[src/rtl/keypad_pkg.sv]
// Shared types and helpers for the 4x4 matrix keypad scanner.
package keypad_pkg;

    typedef enum logic [1:0] {
        SCAN     = 2'd0,
        DEBOUNCE = 2'd1,
        HELD     = 2'd2
    } state_t;

    localparam int NROWS = 4;
    localparam int NCOLS = 4;

    // Classification of an active-low 4-line pattern.
    typedef struct packed {
        logic       idle;    // no line pulled low
        logic       single;  // exactly one line low
        logic [1:0] idx;     // index of the low line when single
    } line_info_t;

    // Decode an active-low pattern into idle/single flags and the low-line index.
    // Patterns with two or more low lines report idle=0, single=0 (multi).
    function automatic line_info_t onehot0_idx(input logic [3:0] lines_n);
        line_info_t info;
        info = '0;
        case (lines_n)
            4'b1111: info.idle = 1'b1;
            4'b1110: begin info.single = 1'b1; info.idx = 2'd0; end
            4'b1101: begin info.single = 1'b1; info.idx = 2'd1; end
            4'b1011: begin info.single = 1'b1; info.idx = 2'd2; end
            4'b0111: begin info.single = 1'b1; info.idx = 2'd3; end
            default: info = '0;
        endcase
        return info;
    endfunction

endpackage

[src/rtl/keypad_scan_sync2.sv]
// Two-flop synchronizer for asynchronous level inputs; resets to all-ones
// so idle (pulled-up) lines read as inactive straight out of reset.
module sync2 #(
    parameter int WIDTH = 4
) (
    input  logic             clk,
    input  logic             rst,
    input  logic [WIDTH-1:0] d,
    output logic [WIDTH-1:0] q
);

    logic [WIDTH-1:0] meta_r;
    logic [WIDTH-1:0] q_r;

    // Two-stage capture of the asynchronous input.
    always_ff @(posedge clk or negedge rst) begin
        if (!rst) begin
            meta_r <= '1;
            q_r    <= '1;
        end else begin
            meta_r <= d;
            q_r    <= meta_r;
        end
    end

    assign q = q_r;

endmodule

[src/rtl/keypad_scan.sv]
// 4x4 matrix keypad scanner: drives one column low at a time, reads rows
// back, debounces press and release on the shared 1 ms enable, and emits a
// one-cycle strobe with the key code plus a shift register of recent codes.
module keypad_scan
    import keypad_pkg::*;
#(
    parameter int DEBOUNCE_MS = 20
) (
    input  logic        clk,
    input  logic        rst,
    input  logic        ce1ms,
    input  logic [3:0]  row,
    output logic [3:0]  col,
    output logic [3:0]  key,
    output logic        key_valid,
    output logic        key_held,
    output logic [15:0] dat
);

    localparam int            CW       = $clog2(DEBOUNCE_MS + 1);
    localparam logic [CW-1:0] CNT_DONE = CW'(DEBOUNCE_MS);
    localparam logic [CW-1:0] CNT_ONE  = CW'(1);

    logic [3:0]    rs_s;
    line_info_t    rs_info_s;

    state_t        state_r,     state_nx_s;
    logic [CW-1:0] cnt_r,       cnt_nx_s;
    logic [1:0]    col_idx_r,   col_idx_nx_s;
    logic [3:0]    col_r,       col_nx_s;
    logic [3:0]    prow_r,      prow_nx_s;
    logic [1:0]    pcol_r,      pcol_nx_s;
    logic [3:0]    key_r,       key_nx_s;
    logic          key_valid_r, key_valid_nx_s;
    logic          key_held_r,  key_held_nx_s;
    logic [15:0]   dat_r,       dat_nx_s;

    logic [CW-1:0] cnt_inc_s;
    logic [3:0]    key_new_s;

    sync2 #(.WIDTH(NROWS)) u_row_sync (
        .clk (clk),
        .rst (rst),
        .d   (row),
        .q   (rs_s)
    );

    assign rs_info_s = onehot0_idx(rs_s);
    // Saturating increment: the counter never wraps even if left running.
    assign cnt_inc_s = (cnt_r == CNT_DONE) ? cnt_r : cnt_r + CNT_ONE;
    // Only used while rs still equals prow, so rs's row index is prow's.
    assign key_new_s = {rs_info_s.idx, pcol_r};

    // Next-state, counter, column and output decisions; updates only on ce1ms.
    always_comb begin
        state_nx_s     = state_r;
        cnt_nx_s       = cnt_r;
        col_idx_nx_s   = col_idx_r;
        prow_nx_s      = prow_r;
        pcol_nx_s      = pcol_r;
        key_nx_s       = key_r;
        key_valid_nx_s = 1'b0;
        key_held_nx_s  = key_held_r;
        dat_nx_s       = dat_r;
        if (ce1ms) begin
            case (state_r)
                SCAN: begin
                    if (rs_info_s.single) begin
                        prow_nx_s  = rs_s;
                        pcol_nx_s  = col_idx_r;
                        cnt_nx_s   = CNT_ONE;
                        state_nx_s = DEBOUNCE;
                    end else begin
                        col_idx_nx_s = col_idx_r + 2'd1;
                    end
                end
                DEBOUNCE: begin
                    if (rs_s == prow_r) begin
                        if (cnt_inc_s == CNT_DONE) begin
                            cnt_nx_s       = '0;
                            state_nx_s     = HELD;
                            key_nx_s       = key_new_s;
                            dat_nx_s       = {dat_r[11:0], key_new_s};
                            key_valid_nx_s = 1'b1;
                            key_held_nx_s  = 1'b1;
                        end else begin
                            cnt_nx_s = cnt_inc_s;
                        end
                    end else begin
                        cnt_nx_s     = '0;
                        col_idx_nx_s = col_idx_r + 2'd1;
                        state_nx_s   = SCAN;
                    end
                end
                HELD: begin
                    if (rs_info_s.idle) begin
                        if (cnt_inc_s == CNT_DONE) begin
                            cnt_nx_s      = '0;
                            key_held_nx_s = 1'b0;
                            col_idx_nx_s  = col_idx_r + 2'd1;
                            state_nx_s    = SCAN;
                        end else begin
                            cnt_nx_s = cnt_inc_s;
                        end
                    end else begin
                        cnt_nx_s = '0;
                    end
                end
                default: begin
                    cnt_nx_s      = '0;
                    col_idx_nx_s  = 2'd0;
                    key_held_nx_s = 1'b0;
                    state_nx_s    = SCAN;
                end
            endcase
        end else begin
            state_nx_s = state_r;
        end
        col_nx_s = ~(4'b0001 << col_idx_nx_s);
    end

    // State and output registers with asynchronous reset.
    always_ff @(posedge clk or negedge rst) begin
        if (!rst) begin
            state_r     <= SCAN;
            cnt_r       <= '0;
            col_idx_r   <= 2'd0;
            col_r       <= 4'b1110;
            prow_r      <= 4'hF;
            pcol_r      <= 2'd0;
            key_r       <= 4'h0;
            key_valid_r <= 1'b0;
            key_held_r  <= 1'b0;
            dat_r       <= 16'h0000;
        end else begin
            state_r     <= state_nx_s;
            cnt_r       <= cnt_nx_s;
            col_idx_r   <= col_idx_nx_s;
            col_r       <= col_nx_s;
            prow_r      <= prow_nx_s;
            pcol_r      <= pcol_nx_s;
            key_r       <= key_nx_s;
            key_valid_r <= key_valid_nx_s;
            key_held_r  <= key_held_nx_s;
            dat_r       <= dat_nx_s;
        end
    end

    assign col       = col_r;
    assign key       = key_r;
    assign key_valid = key_valid_r;
    assign key_held  = key_held_r;
    assign dat       = dat_r;

endmodule

[config.mk]
export PLATFORM = sky130hd
export DESIGN_NAME = keypad_scan
export DESIGN_NICKNAME = d
export VERILOG_FILES = /design/src/rtl/keypad_pkg.sv /design/src/rtl/keypad_scan_sync2.sv /design/src/rtl/keypad_scan.sv
export SDC_FILE = /design/constraint.sdc
export NUM_CORES = 1
export LEC_CHECK = 0
export CAP_MARGIN = 15
export CORE_ASPECT_RATIO = 0.8
export CORE_MARGIN = 2
export CORE_UTILIZATION = 30
export CTS_CLUSTER_DIAMETER = 150
export DETAILED_ROUTE_END_ITERATION = 8
export PLACE_DENSITY = 0.61
export SLEW_MARGIN = 5
export SYNTH_ARGS = -nofsm -noshare
export SYNTH_HDL_FRONTEND = slang
export SYNTH_SLANG_ARGS = --single-unit
[constraint.sdc]
create_clock -name clk -period 5.8 [get_ports clk]
set_input_delay 1.74 -clock clk [delete_from_list [all_inputs] [get_ports clk]]
set_output_delay 1.74 -clock clk [all_outputs]
set_load 0.01 [all_outputs]
### Word-level counts from Yosys, hierarchy flattened

Index checks and enable logic that the tools add are counted.

| storage, ports and cells | value |
|---|---|
| output and inout port bits | 26 |
| register bits | 49 |
| input bits | 7 |
| word-level logic and storage cells | 68 |

| cells by class | value |
|---|---|
| equality and inequality tests | 16 |
| bitwise operators | 2 |
| $add $sub $neg | 2 |
| reduce and logical (&&, ||, !) cells | 6 |
| shift-type cells | 1 |
| mux-type cells | 29 |

Operators by type and width:

| kind | number |
|---|---|
| two-way mux 5 bit | 5 |
| two-way mux 2 bit | 10 |
| equality test 4 bit, second input constant | 4 |
| one-hot mux 5 bit (3 select lines) | 1 |
| one-hot mux 2 bit (3 select lines) | 2 |
| one-hot mux 3 bit (4 select lines) | 1 |
| equality test 5 bit, second input constant | 2 |
| inequality test 2 bit, second input constant | 5 |
| two-way mux 1 bit | 9 |
| AND reduction 6 bit | 1 |
| adder 5 x 1 -> 5 bit, second input constant | 1 |
| AND reduction 5 bit | 1 |
| equality test 4 x 3 -> 1 bit, second input constant | 1 |
| equality test 4 bit | 1 |
| inverter 4 bit | 1 |
| AND reduction 4 bit | 1 |
| left shift 1 x 2 -> 4 bit, first input constant | 1 |
| inequality test 3 bit, second input constant | 1 |
| one-hot mux 1 bit (3 select lines) | 1 |
| AND reduction 3 bit | 1 |
| adder 2 x 1 -> 2 bit, second input constant | 1 |
| equality test 2 x 1 -> 1 bit, second input constant | 1 |
| equality test 2 bit, second input constant | 1 |
| zero test 2 bit | 1 |
| 2 further kinds | 2 |

### Depth between registers and ports, before layout

| depth | value |
|---|---|
| word-level depth | 9 |
| gate-level depth with buffers | 8 |

### Hierarchy

Synthesis repeated with hierarchy kept, for this count alone.

| second synthesis, totals | value |
|---|---|
| cell total of the unflattened synthesis | 174 |
| area, all modules | 2209.6 sq um |

Modules (own cells, without submodules):

| module | area each (sq um) | cells an instance | instances | sequential area each (sq um) |
|---|---|---|---|---|
| keypad_scan | 1999.4 | 166 | 1 | 934.6 |
| sync2 | 210.2 | 8 | 1 | 210.2 |

### Least setup slack after synthesis

No wires, ideal clock.

| timing | value |
|---|---|
| path type | input-to-reg |
| start | in ce1ms |
| end | reg dat_r[10], in the netlist dat[10] |
| stages on the path | 5 |
| data required time | 5.675 ns |
| arrival time | 3.020 ns |
| setup time | 0.125 ns |
| path buffers | 2 |
| slack | 2.655 ns |
| cells stage by stage | clkbuf_1 inv_1 nor3_4 buf_12 mux2_4 |

| between the ends | value |
|---|---|
| longest elaborated chain between the ends | 1 |

RTL lines:

| item | line | source |
|---|---|---|
| start, declared | keypad_scan.sv:11 | `input logic ce1ms,` |
| AND reduction 4 bit (no line) | n/a |  |
| end signal, assigned | keypad_scan.sv:145 | `dat_r <= dat_nx_s;` |
| end, declared | keypad_scan.sv:36 | `logic [15:0] dat_r, dat_nx_s;` |

Every way passes these cells.
A chain may end at the register's enable or synchronous reset.

### Final worst setup path

| timing | value |
|---|---|
| start | in ce1ms |
| end | reg key_r[0], in the netlist key[0] |

| between the ends | value |
|---|---|
| longest elaborated chain between the ends | 1 |

RTL lines:

| item | line | source |
|---|---|---|
| AND reduction 4 bit (no line) | n/a |  |
| end signal, assigned | keypad_scan.sv:142 | `key_r <= key_nx_s;` |
| end, declared | keypad_scan.sv:33 | `logic [3:0] key_r, key_nx_s;` |

Every way passes these cells.

==> results by group <==
Cells and area
  – Final #Nets: 201
  – Filler instances: 692
  – Footprint of the multi-input gates: 885 um^2
  – Total inserted antenna cells: 0
  – Share of final-layout standard cells stronger than drive strength 1: 28.5%
  – Most used cells in the layout excluding fill and tap cells: sky130_fd_sc_hd__clkdlybuf4s50_1, sky130_fd_sc_hd__dfrtp_1, sky130_fd_sc_hd__mux2_2, sky130_fd_sc_hd__dfstp_2
  – Most common cell after layout, fill and taps aside: sky130_fd_sc_hd__clkdlybuf4s50_1
  – Area added between synthesis and finish: 20.1%
  – Area occupied by registers: 1140 um^2
  – Count of placed standard cells in the final layout, fillers left out: 280
  – Finished Core Util: 37.3%

Route
  – Initial DRC Count: 95
  – Routed wire length: 3.64 mm
  – Vias: 1376
  – DRT antenna net count: 0
  – TritonRoute pass-1 iters: 4
  – Ratio of routed vias to standard cells: 4.91
  – Average routed wire per standard cell: 13.0 um
  – Drt drc: 0

Timing
  – Setup skew after layout: 0.00880 ns
  – Fmax: 0.276 GHz
  – RSZ-0062 raised after global routing: false
  – Final Hold Violating Endpoints: 0
  – Post-layout min period: 3.62 ns
  – Slew @ Worst Pin: 0.950 ns
  – Share of the clock period used by the worst path: 62.4%
  – Number of endpoints failing setup at the final stage: 0
  – Worst relative slew slack: 36.4%
  – Setup total negative slack: 0 ns
  – Number of pins exceeding their max-slew limit in the final report: 0

Logic synthesis
  – Proportion of synthesized chip area in sequential cells: 53.4%
  – Number of distinct library cell variants in the gate-level netlist after synthesis: 47
  – Number of synthesized flops with an enable pin: 0
  – Fraction of post-synthesis cell area in the top cell type by area: 35.0%
  – Most common flop cell mapped by yosys: sky130_fd_sc_hd__dfrtp_1
  – Flip-flop and latch count after synthesis: 45
  – Warnings from Yosys: 0
  – Library cell with the largest summed area after synthesis: sky130_fd_sc_hd__dfrtp_1
  – Post-Synthesis Cell Area: 2140 um^2
  – FFs w/ async S/R, synth: 100%
  – Synthesized net count: 173
  – Mean instance size in the synthesized netlist: 13.1 um^2
  – Synth Instances: 164
  – Ranking of synthesized cells by area: sky130_fd_sc_hd__dfrtp_1, sky130_fd_sc_hd__dfstp_2, sky130_fd_sc_hd__mux2_2

Setup path
  – Startpoint-to-endpoint class of the critical path: input pin to register
  – Kind of end point of the critical path: register
  – CP Buf/Inv Count: 2
  – Worst setup path startpoint: ce1ms
  – Startpoint type of the worst setup path: input pin
  – Largest fanout on the critical path: 19
  – Largest delay share family, worst path: buffers and inverters
  – Worst EP required: 6.00 ns
  – Worst Path Arrival: 3.82 ns
  – Critical register-to-register path startpoint: cnt_r[0]$_DFFE_PN0P_
  – Chain of cells forming the critical path: clkdlybuf4s50_1 > inv_1 > nor3_4 > mux2_2
  – CP max stage delay: 0.82 ns
  – Master of the slowest instance on the critical path: sky130_fd_sc_hd__nor3_4

Clock tree
  – Clock tree from TritonCTS: built
  – Cell at the root of the clock tree: sky130_fd_sc_hd__clkbuf_8
  – Inserted Clock Buffers: 5
  – Clock latency at the later pin of the worst-skew pair: 0.30 ns
  – Buffer count from post-CTS setup fixing: 0
  – # hold bufs at CTS: 0
  – Maximum clock path buffer count: 2
  – Maximum level of the CTS H-tree: 2
  – Clock edge transition at the registers on the reported setup and hold paths: 0.09 ns
  – Number of gates resized after CTS: 0
  – Number of clock sinks seen by CTS: 45

GRT
  – Number of global-route vias before repair: 1327
  – Number of antenna violations at the first check in global routing: 0
  – Total global-route track usage: 9.95%
  – Global-route congestion overflow total: 0
  – Pin count of the biggest net entering global routing: 46
  – Global-route wire length before repair: 6.27 mm

Power and ir drop
  – Peak supply drop: 0.000136 V
  – Internal: 0.000552 W
  – PwrDens: 304 nW/um^2
  – Sequential share of power: 52.9%
  – Part of the power in the clock network: 25.9%
  – Share of total power consumed by net switching: 29.5%
  – Standby leakage power: 1.11 nW
  – Net switching power: 0.000231 W
  – Combinational cell fraction of total power: 21.2%

Status
  – Result of the run: completed

Hold path
  – Min-Delay Startpoint: u_row_sync.meta_r[1]$_DFF_PN1_
  – Path class of the lowest-slack min-delay path: register to register

Place
  – Placed cell count: 272
  – Port Buffers: 32
  – Routability congestion estimate from global placement: 0.796
  – Sum of net half-perimeters after detailed placement: 2.59 mm

Floorplanning
  – Core area: 6890 um^2
  – Die Span Y: 79.6 um
  – Starting density of the core: 31.1%
  – I/O Pins: 33
  – X dimension of the die: 98.5 um
  – Overall die area: 7840 um^2
  – Total number of placement rows: 27

Flow run
  – Number of violations of the max-capacitance limit: 0
-- metal layers --
layer	share of wire, %	vias to the layer above	wire length, um	GRT usage [%]
met5	0	-	0	0
met4	0.47	0	17	2.88
met3	7.0	2	253	3.50
met2	44	40	1590	14.6
met1	49	686	1780	13.9
li1	-	648	-	-
-- metrics by stage --
stage	area (um^2)	setup slack, ns	hold WS [ns]	total power [W]
finish	2570	2.18	0.358	0.000782
global route	2570	2.08	0.363	0.000832
CTS	2570	2.18	0.361	0.000795
detailed placement	2480	1.85	0.349	0.000589
global placement	2480	1.92	0.345	0.000584
floorplan	2140	2.66	0.345	0.000523
-- power groups by stage --
stage / logic (W) / registers, W / clock network, W
floorplan: 0.000107 / 0.000416 / 0
global route: 0.000185 / 0.000423 / 0.000225
global placement: 0.000165 / 0.000419 / 0
detailed placement: 0.000169 / 0.000420 / 0
finish: 0.000166 / 0.000414 / 0.000202
CTS: 0.000169 / 0.000415 / 0.000212
-- logic make-up after synthesis --
kind of cell             after synthesis  share of synthesized area [%]
XOR/XNOR                               9                           4.03
multiplexers                          24                           13.7
flip-flops                            45                           53.4
AO/OA/AOI/OAI                         34                           12.7
adder cells (fa/ha/maj)                2                           1.17
AND/OR/NAND/NOR                       32                           9.69
buffers and inverters                 18                           5.31
-- synthesized netlist by cell type, types with 2 or more instances --
library cell                n
sky130_fd_sc_hd__dfrtp_1   30
sky130_fd_sc_hd__dfstp_2   15
sky130_fd_sc_hd__mux2_2    15
sky130_fd_sc_hd__inv_1      7
sky130_fd_sc_hd__mux2_4     7
sky130_fd_sc_hd__nand2_1    7
sky130_fd_sc_hd__o21ai_0    6
sky130_fd_sc_hd__xnor2_1    6
sky130_fd_sc_hd__buf_4      5
sky130_fd_sc_hd__nor2_1     5
sky130_fd_sc_hd__a21o_1     4
sky130_fd_sc_hd__a21oi_1    4
sky130_fd_sc_hd__a32o_1     4
sky130_fd_sc_hd__nand3_1    4
sky130_fd_sc_hd__a211oi_1   3
sky130_fd_sc_hd__buf_2      2
sky130_fd_sc_hd__ha_1       2
sky130_fd_sc_hd__mux2i_1    2
sky130_fd_sc_hd__nand2b_1   2
sky130_fd_sc_hd__nand3b_1   2
sky130_fd_sc_hd__nand4b_1   2
sky130_fd_sc_hd__nor2b_1    2
sky130_fd_sc_hd__o211a_1    2
sky130_fd_sc_hd__o21a_1     2
sky130_fd_sc_hd__xor2_1     2
-- area by class of cell --
cell class                      instances  share of cell area (%)
Tap cell                               87                    4.23
Inverter                                7                    1.02
Clock inverter                          3                   0.972
Timing Repair Buffer                   32                    12.3
Sequential cell                        45                    44.5
Multi-Input combinational cell        101                    34.4
Clock buffer                            5                    2.67
-- flip-flops by register name, indices dropped and copies added (netlist names), 2 cells and up --
register,flops
pcol_r,2
col,4
u_row_sync.meta_r,4
u_row_sync.q,4
state_r,2
dat,13
prow_r,4
cnt_r,5
key,3
col_idx_r,2
-- path summary, 6_finish.rpt --
path	end	depth (start not counted)	slack, ns
max	key[0]$_DFFE_PN0P_	4	2.18
max in group asynchronous	col_idx_r[0]$_DFF_PN0_	1	3.63
min reg2reg	u_row_sync.q[1]$_DFF_PN1_	0	0.36
min	u_row_sync.q[1]$_DFF_PN1_	0	0.36
min in group asynchronous	dat[3]$_DFFE_PN0P_	1	1.59
max reg2reg	key[0]$_DFFE_PN0P_	7	2.81
-- worst register-to-register path: stages, from the launching register on --
cell                        delay (ns)
sky130_fd_sc_hd__dfrtp_1          0.44
sky130_fd_sc_hd__inv_1            0.11
sky130_fd_sc_hd__ha_1             0.28
sky130_fd_sc_hd__a21o_1           0.20
sky130_fd_sc_hd__a211oi_1         0.37
sky130_fd_sc_hd__o2111ai_2        0.27
sky130_fd_sc_hd__nor3_4           0.79
sky130_fd_sc_hd__mux2_2           0.42
(Power assumes the default switching activity.)
